`src/rtl/vga_fb_arbiter.sv`:
```
// -----------------------------------------------------------------------------
// vga_fb_arbiter
//   Single-port frame-buffer arbiter. It sits between the VGA timing generator
//   (pixel reads), the draw engine (posted writes) and a synchronous-read RAM
//   with one cycle of read latency.
//
//   Per-cycle grant, fixed priority:
//     pixel read  >  write-FIFO drain  >  clear-sweep write
//   The winning request is registered onto mem_* at the next clock edge.
//   Writes are posted into a small FIFO and drained into cycles the pixel path
//   leaves idle. The clear sequencer first waits for the FIFO to empty and then
//   sweeps CLEAR_COLOR across FB_WORDS words.
//
//   Optional feature: define FB_STALL_CNT_EN to build the write-stall counter.
//   Without it, stall_cnt is tied to zero.
//
// Ports
//   CLOCK_50     in   1       system clock
//   reset        in   1       asynchronous, active-high reset
//   pix_req      in   1       pixel read request (one per cycle)
//   pix_addr     in   ADDR_W  pixel read address
//   pix_data     out  DATA_W  pixel read data (zero when pix_valid is low)
//   pix_valid    out  1       pix_data valid, two cycles after pix_req
//   wr_req       in   1       write request, taken when wr_req & wr_ready
//   wr_addr      in   ADDR_W  write address
//   wr_data      in   DATA_W  write data
//   wr_ready     out  1       FIFO not full and no clear pending/running
//   clear_start  in   1       one-cycle pulse, starts a clear sweep
//   clear_busy   out  1       clear pending or running
//   clear_done   out  1       pulse on the edge that writes the last clear word
//   mem_addr     out  ADDR_W  RAM address (registered)
//   mem_wdata    out  DATA_W  RAM write data (registered)
//   mem_we       out  1       RAM write enable (registered)
//   mem_rdata    in   DATA_W  RAM read data, one cycle after the address
//   stall_cnt    out  16      saturating count of pixel-blocked write cycles
// -----------------------------------------------------------------------------
module vga_fb_arbiter #(
   parameter int                ADDR_W      = 17,
   parameter int                DATA_W      = 8,
   parameter int                FB_WORDS    = 76800,
   parameter int                WBUF_DEPTH  = 8,
   parameter logic [DATA_W-1:0] CLEAR_COLOR = 8'h00
) (
   input  logic              CLOCK_50,
   input  logic              reset,
   input  logic              pix_req,
   input  logic [ADDR_W-1:0] pix_addr,
   output logic [DATA_W-1:0] pix_data,
   output logic              pix_valid,
   input  logic              wr_req,
   input  logic [ADDR_W-1:0] wr_addr,
   input  logic [DATA_W-1:0] wr_data,
   output logic              wr_ready,
   input  logic              clear_start,
   output logic              clear_busy,
   output logic              clear_done,
   output logic [ADDR_W-1:0] mem_addr,
   output logic [DATA_W-1:0] mem_wdata,
   output logic              mem_we,
   input  logic [DATA_W-1:0] mem_rdata,
   output logic [15:0]       stall_cnt
);

   localparam int PTR_W = $clog2(WBUF_DEPTH);
   // One extra bit so a full FIFO and an empty FIFO have distinct counts.
   localparam int CNT_W = PTR_W + 1;
   localparam logic [CNT_W-1:0]  FULL_CNT  = CNT_W'(WBUF_DEPTH);
   localparam logic [ADDR_W-1:0] LAST_WORD = ADDR_W'(FB_WORDS - 1);

   typedef enum logic [1:0] {
      IDLE     = 2'd0,
      CLR_WAIT = 2'd1,
      CLEARING = 2'd2
   } state_t;

   state_t            state;
   state_t            nextState;

   logic [ADDR_W-1:0] wbufAddr [WBUF_DEPTH];
   logic [DATA_W-1:0] wbufData [WBUF_DEPTH];
   logic [PTR_W-1:0]  wrPtr;
   logic [PTR_W-1:0]  rdPtr;
   logic [CNT_W-1:0]  fifoCount;
   logic              fifoEmpty;
   logic              fifoFull;
   logic              push;
   logic              pop;

   logic              grantRead;
   logic              grantDrain;
   logic              grantClear;
   logic              lastClear;
   logic [ADDR_W-1:0] clearCnt;

   logic              readVld_p1;
   logic              readVld_p2;

   // Grant decode and FIFO handshake, all from registered state.
   always_comb begin
      fifoEmpty  = (fifoCount == '0);
      fifoFull   = (fifoCount == FULL_CNT);
      grantRead  = pix_req;
      grantDrain = !pix_req && !fifoEmpty;
      grantClear = !pix_req && fifoEmpty && (state == CLEARING);
      lastClear  = grantClear && (clearCnt == LAST_WORD);
      wr_ready   = !fifoFull && (state == IDLE);
      clear_busy = (state != IDLE);
      push       = wr_req && wr_ready;
      pop        = grantDrain;
   end

   // Clear sequencer next state.
   always_comb begin
      nextState = state;
      case (state)
         IDLE:     if (clear_start) nextState = CLR_WAIT;
         CLR_WAIT: if (fifoEmpty)   nextState = CLEARING;
         CLEARING: if (lastClear)   nextState = IDLE;
         default:                   nextState = IDLE;
      endcase
   end

   always_ff @(posedge CLOCK_50 or posedge reset) begin
      if (reset) begin
         state <= IDLE;
      end else begin
         state <= nextState;
      end
   end

   // Clear counter restarts at 0 every time the sequencer waits for the drain.
   always_ff @(posedge CLOCK_50 or posedge reset) begin
      if (reset) begin
         clearCnt   <= '0;
         clear_done <= 1'b0;
      end else begin
         clear_done <= lastClear;
         if (state == CLR_WAIT) begin
            clearCnt <= '0;
         end else if (grantClear) begin
            clearCnt <= clearCnt + ADDR_W'(1);
         end
      end
   end

   // Write FIFO control; a simultaneous push and pop leaves the count unchanged.
   always_ff @(posedge CLOCK_50 or posedge reset) begin
      if (reset) begin
         wrPtr     <= '0;
         rdPtr     <= '0;
         fifoCount <= '0;
      end else begin
         if (push) wrPtr <= wrPtr + PTR_W'(1);
         if (pop)  rdPtr <= rdPtr + PTR_W'(1);
         case ({push, pop})
            2'b10:   fifoCount <= fifoCount + CNT_W'(1);
            2'b01:   fifoCount <= fifoCount - CNT_W'(1);
            default: fifoCount <= fifoCount;
         endcase
      end
   end

   // FIFO storage is data only and needs no reset.
   always_ff @(posedge CLOCK_50) begin
      if (push) begin
         wbufAddr[wrPtr] <= wr_addr;
         wbufData[wrPtr] <= wr_data;
      end
   end

   // ---- stage p1: grant registered onto the RAM port ----
   always_ff @(posedge CLOCK_50 or posedge reset) begin
      if (reset) begin
         mem_addr   <= '0;
         mem_wdata  <= '0;
         mem_we     <= 1'b0;
         readVld_p1 <= 1'b0;
      end else begin
         readVld_p1 <= grantRead;
         if (grantRead) begin
            mem_addr <= pix_addr;
            mem_we   <= 1'b0;
         end else if (grantDrain) begin
            mem_addr  <= wbufAddr[rdPtr];
            mem_wdata <= wbufData[rdPtr];
            mem_we    <= 1'b1;
         end else if (grantClear) begin
            mem_addr  <= clearCnt;
            mem_wdata <= CLEAR_COLOR;
            mem_we    <= 1'b1;
         end else begin
            mem_we <= 1'b0;
         end
      end
   end

   // ---- stage p2: RAM output valid, tagged for the pixel path ----
   always_ff @(posedge CLOCK_50 or posedge reset) begin
      if (reset) begin
         readVld_p2 <= 1'b0;
      end else begin
         readVld_p2 <= readVld_p1;
      end
   end

   // The RAM's own output register supplies the data; gating keeps pix_data
   // at zero outside valid cycles (including reset).
   assign pix_valid = readVld_p2;
   assign pix_data  = readVld_p2 ? mem_rdata : '0;

`ifdef FB_STALL_CNT_EN
   function automatic logic [15:0] satInc(input logic [15:0] v);
      return (v == 16'hFFFF) ? v : v + 16'd1;
   endfunction

   logic        stallNow;
   logic [15:0] stallCount;

   // A stall is a cycle where write or clear work exists but the pixel read wins.
   assign stallNow = pix_req && (!fifoEmpty || (state == CLEARING));

   always_ff @(posedge CLOCK_50 or posedge reset) begin
      if (reset) begin
         stallCount <= '0;
      end else if (clear_start) begin
         stallCount <= '0;
      end else if (stallNow) begin
         stallCount <= satInc(stallCount);
      end
   end

   assign stall_cnt = stallCount;
`else
   assign stall_cnt = 16'h0000;
`endif

endmodule

```
`config.mk`:
```
export PLATFORM = sky130hd
export DESIGN_NAME = vga_fb_arbiter
export DESIGN_NICKNAME = d
export VERILOG_FILES = /design/src/rtl/vga_fb_arbiter.sv
export SDC_FILE = /design/constraint.sdc
export NUM_CORES = 1
export LEC_CHECK = 0
export ABC_AREA = 1
export ABC_CLOCK_PERIOD_IN_PS = 2900
export CORE_MARGIN = 8
export CORE_UTILIZATION = 52
export DETAILED_ROUTE_END_ITERATION = 7
export HOLD_SLACK_MARGIN = 0.03
export PLACE_DENSITY = 0.82
export SLEW_MARGIN = 25
export SYNTH_ARGS = -nofsm -noshare
export SYNTH_HDL_FRONTEND = slang
export SYNTH_SLANG_ARGS = --single-unit
```
`constraint.sdc`:
```
create_clock -name CLOCK_50 -period 2.9 [get_ports CLOCK_50]
set_input_delay 0.435 -clock CLOCK_50 [delete_from_list [all_inputs] [get_ports CLOCK_50]]
set_output_delay 0.435 -clock CLOCK_50 [all_outputs]
set_load 0.02 [all_outputs]
```
* After elaboration in Yosys (flattened, before gate mapping)
Memories as Yosys holds them, arrays and structs flattened.
Index checks and enable logic that the tools add are counted.
** Storage, ports and cells
- Memories :: 2
- Memory bits (writable) :: 200
- Word-level logic and storage cells :: 64
- Output and inout port bits :: 54
- Flip-flop bits (word level) :: 58
** Memories
- wbufAddr :: depth 8, width 17, rd ports 1, clocked after memory_dff 0, wr ports 1, line 79 : logic [ADDR_W-1:0] wbufAddr [WBUF_DEPTH];
- wbufData :: depth 8, width 8, rd ports 1, clocked after memory_dff 0, wr ports 1, line 80 : logic [DATA_W-1:0] wbufData [WBUF_DEPTH];
** Cells by class
- Multiplexer cells :: 18
- Add/subtract/negate cells :: 5
- Eq/ne operators :: 9
- Reductions and logical operators :: 18
- Bitwise operators :: 1
** Operators with widths (count)
- two-way mux 17 bit :: 5
- two-way mux 8 bit :: 3
- adder 17 x 1 -> 17 bit (second input constant) :: 1
- == test 17 bit (second input constant) :: 1
- case mux 4 bit (2 select lines) :: 1
- nonzero test 2 bit :: 4
- adder 3 x 1 -> 3 bit (second input constant) :: 2
- logical AND 1 bit :: 6
- two-way mux 2 bit :: 3
- inequality test 2 bit (second input constant) :: 3
- case mux 2 bit (3 select lines) :: 1
- two-way mux 1 bit :: 5
- adder 4 x 1 -> 4 bit (second input constant) :: 1
- == test 2 x 1 -> 1 bit (second input constant) :: 2
- == test 2 bit (second input constant) :: 2
- == test 4 bit (second input constant) :: 1
- zero test 4 bit :: 1
- subtractor 4 x 1 -> 4 bit (second input constant) :: 1
- zero test 1 bit :: 3
- AND reduction 3 bit :: 1
- nonzero test 3 bit :: 1
- zero test 2 bit :: 1
- AND reduction 2 bit :: 1
- inverter 1 bit :: 1

* Depth between registers and ports, before layout
Gate-level depths: netlist (run 1).
- Depth in word-level cells :: 6
- Mapped depth :: 14

* Worst setup path before layout (run 1)
Ideal clock, no wire load.
- Kind :: flip-flop to flip-flop
- Start :: register fifoCount[0]
- End :: memory wbufAddr[6][0] (enable)
- Setup time :: 0.439 ns
- Buffers on the path :: 1
- Path slack :: -0.190 ns
- Cell stages (with the launch flop) :: 6
- Clock period less this slack :: 3.090 ns
- Data arrival time :: 2.652 ns
- Path through :: dfrtp_1 nor2_4 nand3_1 nand3_1 buf_2 nor3_1
** On the way
- Cells in the longest elaborated chain, start to end :: 6
** Ends and longest elaborated chain
- from (decl) :: line 83 : logic [CNT_W-1:0] fifoCount;
- from (signal assigned) :: line 156 : 2'b10: fifoCount <= fifoCount + CNT_W'(1);
- from (signal assigned) :: line 157 : 2'b01: fifoCount <= fifoCount - CNT_W'(1);
- from (signal assigned) :: line 158 : default: fifoCount <= fifoCount;
- == test 4 bit :: line 101 : fifoFull = (fifoCount == FULL_CNT);
- zero test 1 bit :: line 106 : wr_ready = !fifoFull && (state == IDLE);
- logical AND 1 bit :: line 106
- logical AND 1 bit :: line 108 : push = wr_req && wr_ready;
- two-way mux 1 bit :: line 165 : if (push) begin
- two-way mux 1 bit (not written as such) :: line 166 : wbufAddr[wrPtr] <= wr_addr;
- to (decl) :: line 79
Every way passes these cells.

* Final worst setup path (run 1)
- Start :: register state[1]
- End :: output wr_ready
** On the way
- Cells in the longest elaborated chain, start to end :: 2
** Ends and longest elaborated chain
- from (decl) :: line 76 : state_t state;
- from (signal assigned) :: line 127 : state <= nextState;
- zero test 2 bit :: line 106
- logical AND 1 bit :: line 106
- to (decl) :: line 53 : output logic wr_ready,
Every way passes these cells.

==> results.sh, run 1 <==
export IMPL_antenna_found_initial=1
export IMPL_p_per_area_nw_per_um2=923
export IMPL_via_per_inst=5.45
export IMPL_place_congestion=0.942
export IMPL_clock_sinks=258
export IMPL_timing_max_transition_violations_final=0
export IMPL_multi_input_area_sq_um=3250
export IMPL_vias=8331
export IMPL_drive_gt1_share_pct=8.17
export IMPL_max_stage_delay_ns=0.62
export IMPL_arrival_ns=2.02
export IMPL_cp_start_kind="register"
export IMPL_die_area_sq_um=27200
export IMPL_ys_seq_area_share_pct=64.8
export IMPL_finClkSkew_ns=0.00824
export IMPL_cts_max_level=1
export IMPL_post_cts_buffers=0
export IMPL_regArea_sq_um=7460
export IMPL_grtUsageTotal_pct=20.3
export IMPL_diodes=0
export IMPL_internal_power_uw=7890
export IMPL_grt_max_degree=64
export IMPL_numCtsBuffers=27
export IMPL_clk_path_buf_depth=3
export IMPL_grt_pass1_wl_mm=43.4
export IMPL_leakage_uw=0.00557
export IMPL_worst_path_buf_inv=2
export IMPL_nFillCells=1636
export IMPL_crit_slowest_cell="clkdlybuf4s50_1"
export IMPL_dieHeight_microns=165
export IMPL_synth_area_leader_cell="edfxtp_1"
export IMPL_async_flop_share_pct=22.5
export IMPL_areaGrowthSynthToFinish_pct=17.5
export IMPL_reg2regPathDepth=12
export IMPL_fmax_mhz=407
export IMPL_dp_cells=1480
export IMPL_grt_pass1_vias=8276
export IMPL_clk_latency_ns=0.53
export IMPL_yosysWarnings=0
export IMPL_num_io_pins=109
export IMPL_core_sq_um=21800
export IMPL_status="finished clean"
export IMPL_drt_iter0_markers=766
export IMPL_synth_main_ff_cell="edfxtp_1"
export IMPL_crit_cells=4
export IMPL_sequentialPowerShare_pct=38.2
export IMPL_portBuffers=92
export IMPL_switching_share_pct=36.8
export IMPL_ant_nets=0
export IMPL_maxCapViolCount=0
export IMPL_fin_cells=1529
export IMPL_routed_wl_mm=27.8
export IMPL_finalCriticalPeriod_ns=2.46
export IMPL_firstDrtPassIters=5
export IMPL_rsz0062_at_grt="false"
export IMPL_cp_cell_sequence="nor2_1 > inv_1 > a31oi_1 > clkdlybuf4s50_1"
export IMPL_p_comb_share_pct=34.8
export IMPL_r2r_slack_ns=0.81
export IMPL_syn_area_sq_um=11500
export IMPL_hold_violations=0
export IMPL_synthTopCellsByArea="edfxtp_1, dfrtp_1, nand2_1, nand3_1, inv_1"
export IMPL_die_w_microns=165
export IMPL_relSlewSlack_pct=51.0
export IMPL_ys_types=38
export IMPL_pwr_share_clk_pct=27.0
export IMPL_placementRows=54
export IMPL_worst_setup_path_end_kind="primary output"
export IMPL_ctsResizeCount=0
export IMPL_worst_pin_slew_ns=0.734
export IMPL_cts_tree="yes"
export IMPL_place_hpwl_mm=17.3
export IMPL_yosysTopAreaCellShare_pct=52.2
export IMPL_ys_seq_elements=258
export IMPL_finalCritPeriodShare_pct=84.8
export IMPL_syn_area_per_cell_sq_um=10.2
export IMPL_start_util_pct=52.9
export IMPL_synthCells=1133
export IMPL_netlist_top_cells_count="nand2_1, edfxtp_1, inv_1"
export IMPL_wire_per_inst_microns=18.2
export IMPL_gr_total_overflow=0
export IMPL_peakVddDrop_mv=0.694
export IMPL_path_class="reg2out"
export IMPL_finalSetupViolCount=0
export IMPL_cts_root_buf="clkbuf_16"
export IMPL_cp_max_fo=3
export IMPL_path_clk_slew_ns=0.06
export IMPL_hold_class="in2async"
export IMPL_nNetsFinal=1290
export IMPL_cts_hold_buf=0
export IMPL_total_power_uw=12500
export IMPL_post_route_drc_count=0
export IMPL_synth_most_common_cell="nand2_1"
export IMPL_worstPathRequired_ns=2.47
export IMPL_crit_family="buffers and inverters"
export IMPL_p_sw_uw=4590
export IMPL_synth_edf_count=200
## final timing paths
kind,start,to
max in group asynchronous,reset,clearCnt[12]
min in group CLOCK_50,readVld_p1,pix_valid
max,state[1],wr_ready
max reg2reg,fifoCount[0],fifoCount[2]
min,reset,state[1]
min reg2reg,readVld_p1,pix_valid
## sequential cells by signal, indices dropped and copies added (netlist names)
| signal | flops |
|---|---|
| wbufData | 64 |
| clearCnt | 17 |
| mem_wdata | 8 |
| mem_addr | 17 |
| mem_we | 1 |
| pix_valid | 1 |
| rdPtr | 3 |
| clear_done | 1 |
| state | 2 |
| wrPtr | 3 |
| fifoCount | 4 |
| readVld_p1 | 1 |
| wbufAddr | 136 |
## metrics by stage
step / setup slack, ns / TNS (ns) / utilization (%) / hold slack [ns] / cell area, sq um
3_5_place_dp: 0.577 / 0 / 58.2 / 0.339 / 12700
2_1_floorplan: -0.190 / -38.05 / - / 0.331 / 11600
3_3_place_gp: 0.611 / 0 / 58.2 / 0.335 / 12700
4_1_cts: 0.436 / 0 / 62.2 / 0.256 / 13500
6_report: 0.442 / 0 / 62.2 / 0.242 / 13500
5_1_grt: 0.320 / 0 / 62.2 / 0.280 / 13500
## layout make-up
class,instances,share of cell area [%]
sequential,258,55.2
timing repair buffer,115,8.09
clock inverter,18,1.26
clock buffer,31,5.11
inverter,135,3.77
tap,280,2.59
multi-input combinational,692,24.0
## power groups by stage
stage          clock, uW  combinational (uW)  sequential [uW]
2_1_floorplan          0                2700             5010
3_3_place_gp           0                4140             4810
3_5_place_dp           0                4320             4840
4_1_cts             3400                4350             4770
5_1_grt             3560                4780             4820
6_report            3370                4340             4770
## cell usage in the layout (no fill, tap or decap), types with 2 or more instances in the layout
cell,instances
nor2_8,2
buf_4,23
nor3_1,5
nand4_1,8
dfrtp_2,2
nand3b_1,2
nand2_4,4
nor2_1,92
o211ai_1,19
a21oi_1,24
nor2_2,4
clkbuf_1,4
nand2_2,2
o21ai_0,55
dfrtp_1,56
xor2_1,5
o22ai_1,5
inv_1,124
nand2_1,303
clkdlybuf4s50_1,92
clkinv_1,5
ha_1,6
nand3_1,113
nor2_4,3
clkinv_2,6
clkinvlp_4,3
nor3_2,9
a21boi_0,7
edfxtp_1,200
conb_1,16
clkbuf_16,27
bufinv_16,3
inv_2,10
## logic make-up after synthesis
logic type      count (synthesis)  synth area share (%)
fa+ha+maj                       6                 0.652
compound gates                114                  5.63
other cells                     1                0.0326
xor+xnor                        6                 0.456
buf+inv                       198                  7.84
flops                         258                  64.8
simple gates                  550                  20.6
## routing by layer
| layer | global-route usage [%] | part of all wire (%) | vias up |
|---|---|---|---|
| li1 | - | - | 3921 |
| met1 | 25.9 | 40 | 3984 |
| met2 | 34.1 | 48 | 363 |
| met3 | 3.79 | 9.0 | 61 |
| met4 | 7.04 | 2.6 | 2 |
| met5 | 0 | 0.040 | - |
Note: power is estimated with default switching activity, not from simulation.
==> run 2: changes to the inputs <==
--- a/config.mk
+++ b/config.mk
@@ -6,7 +6,7 @@
 export NUM_CORES = 1
 export LEC_CHECK = 0
 export ABC_AREA = 1
-export ABC_CLOCK_PERIOD_IN_PS = 2900
+export ABC_CLOCK_PERIOD_IN_PS = 2200
 export CORE_MARGIN = 8
 export CORE_UTILIZATION = 52
 export DETAILED_ROUTE_END_ITERATION = 7
==> constraint.sdc (replaced) <==
create_clock -name CLOCK_50 -period 2.2 [get_ports CLOCK_50]
set_input_delay 0.33 -clock CLOCK_50 [delete_from_list [all_inputs] [get_ports CLOCK_50]]
set_output_delay 0.33 -clock CLOCK_50 [all_outputs]
set_load 0.02 [all_outputs]
==> results.sh, run 2 (same netlist as run 1, synthesis figures left out) <==
export IMPL_status="finished clean"
export IMPL_clk_path_buf_depth=3
export IMPL_fin_cells=1538
export IMPL_post_route_drc_count=0
export IMPL_finalCriticalPeriod_ns=2.10
export IMPL_rr_endpoint="fifoCount[2]"
export IMPL_hold_violations=0
export IMPL_fmax_mhz=476
export IMPL_crit_end="clear_busy"
export IMPL_finalCritPeriodShare_pct=95.5
export IMPL_design_area_sq_um=13800
export IMPL_place_area_sq_um=13000
export IMPL_holdWs_ns=0.187
export IMPL_grt_pass1_wl_mm=43.1
export IMPL_regMostFlops="wbufAddr"
export IMPL_diodes=0
export IMPL_antenna_found_initial=0
export IMPL_finalSetupViolCount=0
export IMPL_reg2regPathDepth=12
export IMPL_place_congestion=0.895
export IMPL_grt_max_degree=69
export IMPL_die_w_microns=165
export IMPL_areaGrowthSynthToFinish_pct=19.8
export IMPL_dieHeight_microns=165
export IMPL_dp_cells=1489
export IMPL_routed_wl_mm=27.4
export IMPL_path_class="reg2out"
export IMPL_cts_max_level=1
export IMPL_path_clk_slew_ns=0.06
export IMPL_firstDrtPassIters=5
export IMPL_clk_latency_ns=0.53
export IMPL_worst_setup_path_end_kind="primary output"
export IMPL_die_area_sq_um=27200
export IMPL_rsz0062_at_grt="false"
export IMPL_cts_root_buf="clkbuf_16"
export IMPL_reg_top3="wbufAddr (136), wbufData (64)"
export IMPL_via_per_inst=5.46
export IMPL_nNetsFinal=1299
export IMPL_arrival_ns=1.77
export IMPL_setup_tns_final_ns=0
export IMPL_portBuffers=92
export IMPL_gr_total_overflow=0
export IMPL_placementRows=54
export IMPL_cts_tree="yes"
export IMPL_reg2reg_from="fifoCount[0]"
export IMPL_wire_per_inst_microns=17.8
export IMPL_timing_max_transition_violations_final=0
export IMPL_vias=8394
export IMPL_r2r_slack_ns=0.26
export IMPL_drt_iter0_markers=889
export IMPL_grt_pass1_vias=8153
export IMPL_crit_start="state[1]"
export IMPL_place_hpwl_mm=17.0
export IMPL_ant_nets=0
export IMPL_largest_register_ffs=136
export IMPL_leakage_uw=0.00568
export IMPL_layout_common_cells="nand2_1, edfxtp_1, inv_1"
export IMPL_cp_max_fo=3
export IMPL_clock_sinks=258
export IMPL_grtUsageTotal_pct=20.2
export IMPL_num_io_pins=109
export IMPL_post_cts_buffers=0
export IMPL_peakVddDrop_mv=0.792
export IMPL_nFillCells=1605
export IMPL_hold_class="in2async"
export IMPL_core_sq_um=21800
export IMPL_fin_util_pct=63.4
export IMPL_numCtsBuffers=27
export IMPL_worstPathRequired_ns=1.87
export IMPL_drive_gt1_share_pct=8.66
export IMPL_p_per_area_nw_per_um2=1200
export IMPL_cp_start_kind="register"
export IMPL_finClkSkew_ns=0.0103
export IMPL_final_common_cell="nand2_1"
export IMPL_maxCapViolCount=0
export IMPL_start_util_pct=52.9
[run 2: report_power, final]
part,leakage (uW),switching (uW),internal (uW)
sequential,0.00253,334,5940
clock,0.000387,1820,2390
combinational,0.00276,4000,2040
total,0.00568,6160,10400
[run 2: critical path: stages, from the launching register on]
cell and delay [ns]:
dfrtp_1 0.42, nor2_1 0.20, inv_1 0.08, clkdlybuf4s50_1 0.54
[run 2: stage by stage]
stage               power, uW  setup slack (ns)
floorplan               10200            -0.151
global placement        12200            0.0558
detailed placement      12300            0.0391
CTS                     16600            0.0699
global route            17400            0.0238
finish                  16500            0.0998
[run 2: worst min path at each step]
| stage | slack (ns) | cells after the start | to | startpoint |
|---|---|---|---|---|
| 6_report | 0.19 | 3 | fifoCount[3] | reset |
| 5_1_grt | 0.23 | 3 | fifoCount[3] | reset |
| 4_1_cts | 0.19 | 3 | fifoCount[3] | reset |
| 3_5_place_dp | 0.36 | 0 | pix_valid | readVld_p1 |
| 3_3_place_gp | 0.34 | 0 | pix_valid | readVld_p1 |
| 2_1_floorplan | 0.33 | 0 | pix_valid | readVld_p1 |
[run 2: what timing repair did]
item / 4_1_cts / 5_1_grt
gates resized for setup: 1 / 1
gates cloned: 0 / 0
hold buffers: 0 / 0
setup endpoints to repair: 1 / 1
pin swaps: 0 / 0
[run 2: metal layers]
metal  global-route usage (%)  routed length, microns  share of wire [%]
met1                     25.8                   10700                 39
met5                        0                       0                  0
met2                     33.8                   13000                 47
met3                     4.54                    3030                 11
met4                     6.67                     684                2.5
[run 2: final cells by class]
cell class | instances | area, sq um | share of cell area, %
sequential | 258 | 7460 | 54.1
multi-input combinational | 692 | 3300 | 23.9
timing repair buffer | 124 | 1350 | 9.77
clock buffer | 34 | 702 | 5.09
inverter | 135 | 509 | 3.69
tap | 280 | 350 | 2.54
clock inverter | 15 | 124 | 0.898
==> run 3: changes to the inputs <==
--- a/config.mk
+++ b/config.mk
@@ -8,10 +8,11 @@
 export ABC_AREA = 1
 export ABC_CLOCK_PERIOD_IN_PS = 2200
 export CORE_MARGIN = 8
-export CORE_UTILIZATION = 52
+export CORE_UTILIZATION = 30
 export DETAILED_ROUTE_END_ITERATION = 7
 export HOLD_SLACK_MARGIN = 0.03
-export PLACE_DENSITY = 0.82
+export PLACE_DENSITY = 0.55
+export RECOVER_POWER = 25
 export SLEW_MARGIN = 25
 export SYNTH_ARGS = -nofsm -noshare
 export SYNTH_HDL_FRONTEND = slang
==> results.sh, run 3 (same netlist as run 1, synthesis figures left out) <==
export IMPL_finalWorstSetupSlack_ns=0.102
export IMPL_final_common_cell="nand2_1"
export IMPL_portBuffers=92
export IMPL_grt_pass1_wl_mm=44.3
export IMPL_num_io_pins=109
export IMPL_reg_top3="wbufAddr (136), wbufData (64)"
export IMPL_hold_violations=0
export IMPL_drive_gt1_share_pct=9.53
export IMPL_dieHeight_microns=212
export IMPL_arrival_ns=1.77
export IMPL_crit_slowest_cell="clkdlybuf4s50_1"
export IMPL_sequentialPowerShare_pct=37.3
export IMPL_die_area_sq_um=44900
export IMPL_cts_hold_buf=0
export IMPL_cts_root_buf="clkbuf_16"
export IMPL_switching_share_pct=36.7
export IMPL_violations="max-capacitance violations, max-slew violations"
export IMPL_path_clk_slew_ns=0.06
export IMPL_die_w_microns=212
export IMPL_p_per_area_nw_per_um2=1190
export IMPL_core_sq_um=37800
export IMPL_numCtsBuffers=28
export IMPL_ctsResizeCount=1
export IMPL_start_util_pct=30.5
export IMPL_pwr_share_clk_pct=26.6
export IMPL_post_cts_buffers=0
export IMPL_p_comb_share_pct=36.2
export IMPL_fin_util_pct=37.5
export IMPL_clock_sinks=258
export IMPL_pre_cts_ws_ns=0.0652
export IMPL_grt_max_degree=107
export IMPL_cp_cell_sequence="nor2_1 > inv_1 > clkdlybuf4s50_1"
export IMPL_finalCritPeriodShare_pct=95.4
export IMPL_post_route_drc_count=0
export IMPL_max_stage_delay_ns=0.54
export IMPL_leakage_uw=0.00576
export IMPL_firstDrtPassIters=5
export IMPL_finClkSkew_ns=0.0124
export IMPL_fmax_mhz=477
export IMPL_worst_setup_path_end_kind="primary output"
export IMPL_cp_max_fo=3
export IMPL_holdWs_ns=0.342
export IMPL_routed_wl_mm=28.5
export IMPL_status="complete, but fails checks"
export IMPL_finalCriticalPeriod_ns=2.10
export IMPL_r2r_slack_ns=0.24
export IMPL_relSlewSlack_pct=-8.03
export IMPL_clk_latency_ns=0.54
export IMPL_largest_register_ffs=136
export IMPL_areaGrowthSynthToFinish_pct=23.1
export IMPL_place_congestion=0.854
export IMPL_cts_tree="yes"
export IMPL_regMostFlops="wbufAddr"
export IMPL_rsz0062_at_grt="false"
export IMPL_p_sw_uw=6170
export IMPL_worstPathRequired_ns=1.87
export IMPL_hold_class="in2reg"
export IMPL_diodes=0
export IMPL_finalSetupViolCount=0
export IMPL_grt_pass1_vias=7719
export IMPL_vias=7883
export IMPL_path_class="reg2out"
export IMPL_cts_max_level=1
export IMPL_via_per_inst=4.43
export IMPL_peakVddDrop_mv=0.613
export IMPL_drt_iter0_markers=472
export IMPL_timing_max_transition_violations_final=59
export IMPL_antenna_found_initial=2
export IMPL_clk_path_buf_depth=3
export IMPL_internal_power_uw=10600
export IMPL_placementRows=71
export IMPL_maxCapViolCount=1
export IMPL_place_hpwl_mm=18.5
export IMPL_gr_total_overflow=0
export IMPL_layout_common_cells="nand2_1, edfxtp_1, inv_1"
export IMPL_ant_nets=0
export IMPL_wire_per_inst_microns=16.0
export IMPL_cp_start_kind="register"
export IMPL_nNetsFinal=1309
export IMPL_grtUsageTotal_pct=12.5
export IMPL_worst_pin_slew_ns=1.62
run 3: cell count changes in the layout (fill, tap and decap cells not counted), moves of 3 or more:
cell,previous run,this run
buf_4,17,28
clkdlybuf4s50_1,91,81
dlygate4sd3_1,0,10
clkinv_2,1,5
buf_12,15,12
run 3: routing by layer:
metal  routed length [microns]  track usage (%)  share of wire [%]
met1                     12800             16.6                 45
met3                      1780             2.60                6.2
met5                        26                0              0.091
met2                     13400             20.8                 47
met4                       502             2.76                1.8
run 3: power by group through the flow:
| stage | clock (uW) | combinational, uW | sequential [uW] |
|---|---|---|---|
| finish | 4470 | 6080 | 6270 |
| detailed placement | 0 | 6180 | 6370 |
| CTS | 4570 | 6200 | 6270 |
| floorplan | 0 | 3590 | 6600 |
| global placement | 0 | 6120 | 6360 |
| global route | 4760 | 6760 | 6340 |
run 3: worst paths after layout:
kind	startpoint	endpoint	cells past startpoint
min in group asynchronous	reset	mem_wdata[5]	3
worst min register to register	readVld_p1	pix_valid	0
worst max register to register	fifoCount[0]	fifoCount[2]	11
max in group asynchronous	reset	rdPtr[0]	3
worst max-delay path	state[1]	clear_busy	3
worst min-delay path	pix_addr[12]	mem_addr[12]	3
run 3: area by class of cell:
class,instances,area (sq um)
Sequential cell,258,7460
Clock buffer,36,772
Multi-Input combinational cell,692,3300
Fill cell,3674,23600
Inverter,135,509
Timing Repair Buffer,133,1380
Clock inverter,16,115
Tap cell,511,639
run 3: worst max-delay path, delay by kind of cell (launching register included):
| family | cells | cell delay [ns] |
|---|---|---|
| buffers and inverters | 2 | 0.62 |
| DFF | 1 | 0.42 |
| and+or+nand+nor | 1 | 0.19 |
run 3: per-stage QoR:
stage                     setup TNS (ns)  power, uW  area (sq um)  instances
after floorplan                   -30.25      10200         11600       1148
after global placement                 0      12500         13300       1729
after detailed placement               0      12500         13300       1729
after CTS                              0      17000         14200       1781
after global routing                   0      17900         14200       1781
final                                  0      16800         14200       1781
